===== config.mk =====
export PLATFORM = sky130hd
export DESIGN_NAME = start_lights_seq_fsm
export DESIGN_NICKNAME = d
export VERILOG_FILES = /design/src/rtl/start_lights_seq_fsm.sv
export SDC_FILE = /design/constraint.sdc
export NUM_CORES = 1
export LEC_CHECK = 0
export CORE_ASPECT_RATIO = 0.9
export CORE_UTILIZATION = 45
export CTS_CLUSTER_SIZE = 16
export DETAILED_ROUTE_END_ITERATION = 12
export PLACE_DENSITY = 0.7
export SYNTH_ARGS = -nofsm -noshare
export SYNTH_HDL_FRONTEND = slang
export SYNTH_SLANG_ARGS = --single-unit
export TNS_END_PERCENT = 30

===== constraint.sdc =====
create_clock -name clk -period 3 [get_ports clk]
set_input_delay 0.6 -clock clk [delete_from_list [all_inputs] [get_ports clk]]
set_output_delay 0.6 -clock clk [all_outputs]
set_load 0.05 [all_outputs]

===== src/rtl/start_lights_seq_fsm.sv =====
// Start-lights sequencer: tick-paced thermometer fill, hold until the random delay
// expires, then all lamps out with a go pulse; jump starts divert to a timed fault flash.
module start_lights_seq_fsm #(
    parameter int N_LIGHTS        = 10,
    parameter int TICKS_PER_LIGHT = 1,
    parameter int FILL_DIR        = 0,
    parameter int JUMP_DETECT     = 1,
    parameter int FAULT_TICKS     = 8
) (
    input  logic                clk,
    input  logic                rst,
    input  logic                tick,
    input  logic                trigger,
    input  logic                delay_done,
    output logic                lfsr_en,
    output logic                start_delay,
    output logic [N_LIGHTS-1:0] lights,
    output logic                go,
    output logic                jump_start,
    output logic                busy
);

    localparam int IDX_W = $clog2(N_LIGHTS + 1);
    localparam logic [IDX_W-1:0] IDX_FULL   = IDX_W'(N_LIGHTS);
    localparam logic [3:0]       TCNT_LAST  = 4'(TICKS_PER_LIGHT - 1);
    localparam logic [7:0]       FCNT_LAST  = 8'(FAULT_TICKS - 1);

    typedef enum logic [2:0] {S_IDLE, S_FILL, S_HOLD, S_OUT, S_FAULT} state_t;

    state_t              state, state_nxt;
    logic                trig_prev;
    logic                start_req, start_req_nxt;
    logic [IDX_W-1:0]    light_idx, light_idx_nxt;
    logic [3:0]          tick_cnt, tick_cnt_nxt;
    logic [7:0]          fault_cnt, fault_cnt_nxt;
    logic [N_LIGHTS-1:0] lights_nxt;
    logic                lfsr_en_nxt, start_delay_nxt, go_nxt, jump_start_nxt, busy_nxt;
    logic                press, jump;

    // Shifting a one in from the fill end keeps the pattern a thermometer.
    function automatic logic [N_LIGHTS-1:0] add_lamp(input logic [N_LIGHTS-1:0] cur);
        if (FILL_DIR == 0) return {cur[N_LIGHTS-2:0], 1'b1};
        else               return {1'b1, cur[N_LIGHTS-1:1]};
    endfunction

    assign press = trig_prev & ~trigger;
    assign jump  = press && (JUMP_DETECT != 0);

    always_comb begin
        state_nxt       = state;
        start_req_nxt   = start_req;
        light_idx_nxt   = light_idx;
        tick_cnt_nxt    = tick_cnt;
        fault_cnt_nxt   = fault_cnt;
        lights_nxt      = lights;
        lfsr_en_nxt     = lfsr_en;
        start_delay_nxt = 1'b0;
        go_nxt          = 1'b0;
        jump_start_nxt  = jump_start;

        case (state)
            S_IDLE: begin
                if (tick && start_req) begin
                    state_nxt     = S_FILL;
                    lights_nxt    = add_lamp('0);
                    lfsr_en_nxt   = 1'b1;
                    light_idx_nxt = IDX_W'(1);
                    tick_cnt_nxt  = '0;
                    start_req_nxt = 1'b0;
                end else if (press) begin
                    start_req_nxt = 1'b1;
                end
            end
            S_FILL: begin
                // A jump start wins even over the tick that would finish the fill.
                if (jump) begin
                    state_nxt      = S_FAULT;
                    lights_nxt     = '1;
                    jump_start_nxt = 1'b1;
                    lfsr_en_nxt    = 1'b0;
                    fault_cnt_nxt  = '0;
                end else if (tick) begin
                    if (tick_cnt == TCNT_LAST) begin
                        tick_cnt_nxt = '0;
                        if (light_idx < IDX_FULL) begin
                            lights_nxt    = add_lamp(lights);
                            light_idx_nxt = light_idx + IDX_W'(1);
                        end else begin
                            state_nxt       = S_HOLD;
                            lfsr_en_nxt     = 1'b0;
                            start_delay_nxt = 1'b1;
                        end
                    end else begin
                        tick_cnt_nxt = tick_cnt + 4'd1;
                    end
                end
            end
            S_HOLD: begin
                if (delay_done) begin
                    state_nxt  = S_OUT;
                    lights_nxt = '0;
                    go_nxt     = 1'b1;
                end else if (jump) begin
                    state_nxt      = S_FAULT;
                    lights_nxt     = '1;
                    jump_start_nxt = 1'b1;
                    lfsr_en_nxt    = 1'b0;
                    fault_cnt_nxt  = '0;
                end
            end
            S_OUT: begin
                state_nxt = S_IDLE;
            end
            S_FAULT: begin
                if (tick) begin
                    if (fault_cnt == FCNT_LAST) begin
                        state_nxt      = S_IDLE;
                        lights_nxt     = '0;
                        jump_start_nxt = 1'b0;
                    end else begin
                        lights_nxt    = ~lights;
                        fault_cnt_nxt = fault_cnt + 8'd1;
                    end
                end
            end
            default: begin
                state_nxt      = S_IDLE;
                lights_nxt     = '0;
                lfsr_en_nxt    = 1'b0;
                jump_start_nxt = 1'b0;
            end
        endcase

        busy_nxt = (state_nxt != S_IDLE);
    end

    always_ff @(posedge clk) begin
        if (rst) begin
            state       <= S_IDLE;
            trig_prev   <= 1'b1;
            start_req   <= 1'b0;
            light_idx   <= '0;
            tick_cnt    <= '0;
            fault_cnt   <= '0;
            lights      <= '0;
            lfsr_en     <= 1'b0;
            start_delay <= 1'b0;
            go          <= 1'b0;
            jump_start  <= 1'b0;
            busy        <= 1'b0;
        end else begin
            state       <= state_nxt;
            trig_prev   <= trigger;
            start_req   <= start_req_nxt;
            light_idx   <= light_idx_nxt;
            tick_cnt    <= tick_cnt_nxt;
            fault_cnt   <= fault_cnt_nxt;
            lights      <= lights_nxt;
            lfsr_en     <= lfsr_en_nxt;
            start_delay <= start_delay_nxt;
            go          <= go_nxt;
            jump_start  <= jump_start_nxt;
            busy        <= busy_nxt;
        end
    end

endmodule


==> summary.md <==
| Metric | Value |
|---|---|
| Crit share post-route | `84.5%` |
| Power Dens Cells | `442 mW/mm^2` |
| Static leakage | `0.881 nW` |
| Buf/Inv on CP | `1` |
| VDD IR max | `0.000366 V` |
| Initial cell density of the core | `46.7%` |
| Crit path DAT | `2680 ps` |
| Final setup margin | `466 ps` |
| Area grow syn2layout | `17.3%` |
| CTS root buffer | `clkbuf_8` |
| CTS Hold Buffers Added | `0` |
| Fin. Hold Viols | `0` |
| Top_reg_cell synth | `dfxtp_1` |
| Yosys reg bits | `36` |
| Congestion Overflow GR | `0` |
| Worst min path class | `flip-flop to flip-flop` |
| Setup Skew | `9.32 ps` |
| Commonest cells post-synth | `nor2_1, dfxtp_1, a21oi_1` |
| Post-place setup slack | `163 ps` |
| CTS tree | `built` |
| Post-synthesis cell area | `0.00207 mm^2` |
| DR iter-0 viols | `142` |
| Critical path type | `input pin to flip-flop` |
| Post-CTS resize count | `0` |
| DRC | `0` |
| Port bufs | `19` |
| Max Cap Viol | `0` |
| Unrepaired setup endpoints after global routing | `false` |
| Worst-path cell chain | `clkdlybuf4s50_1, or4b_4, and4_1, or3_4, o311ai_4, o32ai_2` |
| Initial antenna violation count | `0` |
| Final Max Slew Viols | `0` |
| Largest net degree at the start of global routing | `25` |
| Placed cell area | `0.00232 mm^2` |
| Outcome | `completed` |
| Post-DP HPWL | `3.08 mm` |
| Vias/cell | `5.44` |
| Tot GR Track Use | `19.7%` |
| CP required | `3140 ps` |
| DIE WIDTH | `73.5 um` |
| CORE AREA | `0.00443 mm^2` |
| Crit path max-delay family | `simple AND/OR/NAND/NOR gates` |
| Clk_lat worst skew | `290 ps` |
| Final GP Congestion | `0.742` |
| Synth top area share | `34.8%` |
| Post-Syn Nets | `263` |
| Max FO, Critical Path | `11` |
| Largest stage delay on the critical path | `600 ps` |
| Synth area leader | `dfxtp_1` |
| Endpoints failing setup | `0` |
| Final ANT Viol Nets | `0` |
| Die height | `66.4 um` |
| Die area | `0.00488 mm^2` |
| CTS Sinks | `36` |
| I/O pin count | `20` |
| N_diodes | `0` |
| Synth unique cells | `49` |
| Count leader, synth | `nor2_1` |
| FILL cells | `441` |
| Layout Nets | `282` |
| Htree depth | `2` |
| DR vias | `1828` |
| Total setup buffers inserted after CTS | `0` |
| First-pass GRT wire length | `7.34 mm` |
| Max transition margin | `57.4%` |
| Num rows | `23` |
| CP endpoint kind | `flip-flop` |
| Startpoint Class | `input pin` |
| Synth warnings | `0` |
| Worst-Margin Slew | `637 ps` |
| Final Critical Period | `2530 ps` |
| Top post-synthesis cells by area | `dfxtp_1, nor2_1, o32ai_2, a21oi_1, o21ai_0` |
| Fin Setup TNS | `0 ps` |
| Number of global-route vias before repair | `1587` |
| Post-synth EDFFs | `0` |
| Post-Route WL | `4.49 mm` |
| DRT Pass-1 Iters | `4` |
| Max Clk Rate | `395 MHz` |
| Wire length per cell | `13.4 um` |
| Post-synthesis cell count | `254` |
| Num CTS Buffers | `5` |
| Cell with the largest stage delay on the worst path | `or4b_4` |
| Final Cell Area | `0.00243 mm^2` |
| Layout cells sized above 1 | `12.0%` |
| Synthesized area per cell | `8.15 um^2` |
| Seq/Total Area, Yosys | `34.8%` |
| R2R setup slack | `720 ps` |
| Ys async rst share | `0%` |
| Clk slew on worst S/H paths | `80 ps` |
| Clock Tree Buf Depth | `2` |
## worst min-delay path: stages, from the launching register on
cell	delay (ps)
dfxtp_1	320
o21ai_0	70
a21oi_1	60
## power by group
group          switching [mW]  leakage (nW)  internal, mW
logic                  0.0941         0.535        0.0560
registers              0.0119         0.291         0.488
clock network           0.176        0.0552         0.247
total                   0.282         0.881         0.791
## flip-flops by register name, indices dropped and copies added (netlist names)
register     count
jump_start       1
start_delay      1
fault_cnt        8
start_req        1
lfsr_en          1
light_idx        4
state            3
lights          10
trig_prev        1
busy             1
tick_cnt         4
go               1
## area by class of cell
class | count | area, um^2 | share of cell area (%)
Clock inverter | 2 | 35.0 | 1.44
Tap cell | 62 | 77.6 | 3.19
Sequential cell | 36 | 721 | 29.7
Multi-Input combinational cell | 189 | 1220 | 50.2
Clock buffer | 6 | 72.6 | 2.99
Inverter | 14 | 52.6 | 2.16
Timing Repair Buffer | 27 | 250 | 10.3
## placed cells by master, fill, tap and decap left out, types with 4 or more instances in the layout
master	n
nand3_1	6
o31ai_1	4
dfxtp_1	36
a21oi_1	22
nand2_1	18
o21ai_0	19
o32ai_2	8
inv_1	14
clkdlybuf4s50_1	19
buf_4	8
nor2_1	38
a211oi_1	5
ha_1	4
nand2b_1	4
clkbuf_8	5
nor2b_1	5
xnor2_1	5
## metrics by stage
stage	hold WS [ps]	power, mW	instances	util (%)
after floorplan	447	0.618	254	-
after global placement	467	0.658	328	52.4
after detailed placement	482	0.660	328	52.4
after CTS	492	1.08	336	54.8
after global routing	527	1.12	336	54.8
final	491	1.07	336	54.8
## per-layer routing
layer  global-route usage (%)  routed length (um)
met1                     28.2                2420
met2                     29.4                1880
met3                     3.66                 130
met4                     6.49                  61
met5                        0                   0
## path summary, 6_finish.rpt
kind                                                  to  cells past startpoint                startpoint
worst max-delay path              lights[4]$_SDFFE_PP0P_                      6                delay_done
worst min-delay path            tick_cnt[3]$_SDFFE_PP0P_                      2  tick_cnt[3]$_SDFFE_PP0P_
worst max register to register    lights[4]$_SDFFE_PP0P_                      5       state[0]$_SDFF_PP0_
worst min register to register  tick_cnt[3]$_SDFFE_PP0P_                      2  tick_cnt[3]$_SDFFE_PP0P_
## kinds of logic (layout without fill, tap and decap cells)
logic type / after synthesis / after routing / synth area share (%)
simple gates: 100 / 100 / 24.7
mux: 3 / 3 / 1.45
xor+xnor: 6 / 6 / 2.54
flops: 36 / 36 / 34.8
compound gates: 76 / 76 / 27.9
buf+inv: 29 / 49 / 6.28
fa+ha+maj: 4 / 4 / 2.42
No activity file was read; power rests on OpenSTA's default activity.
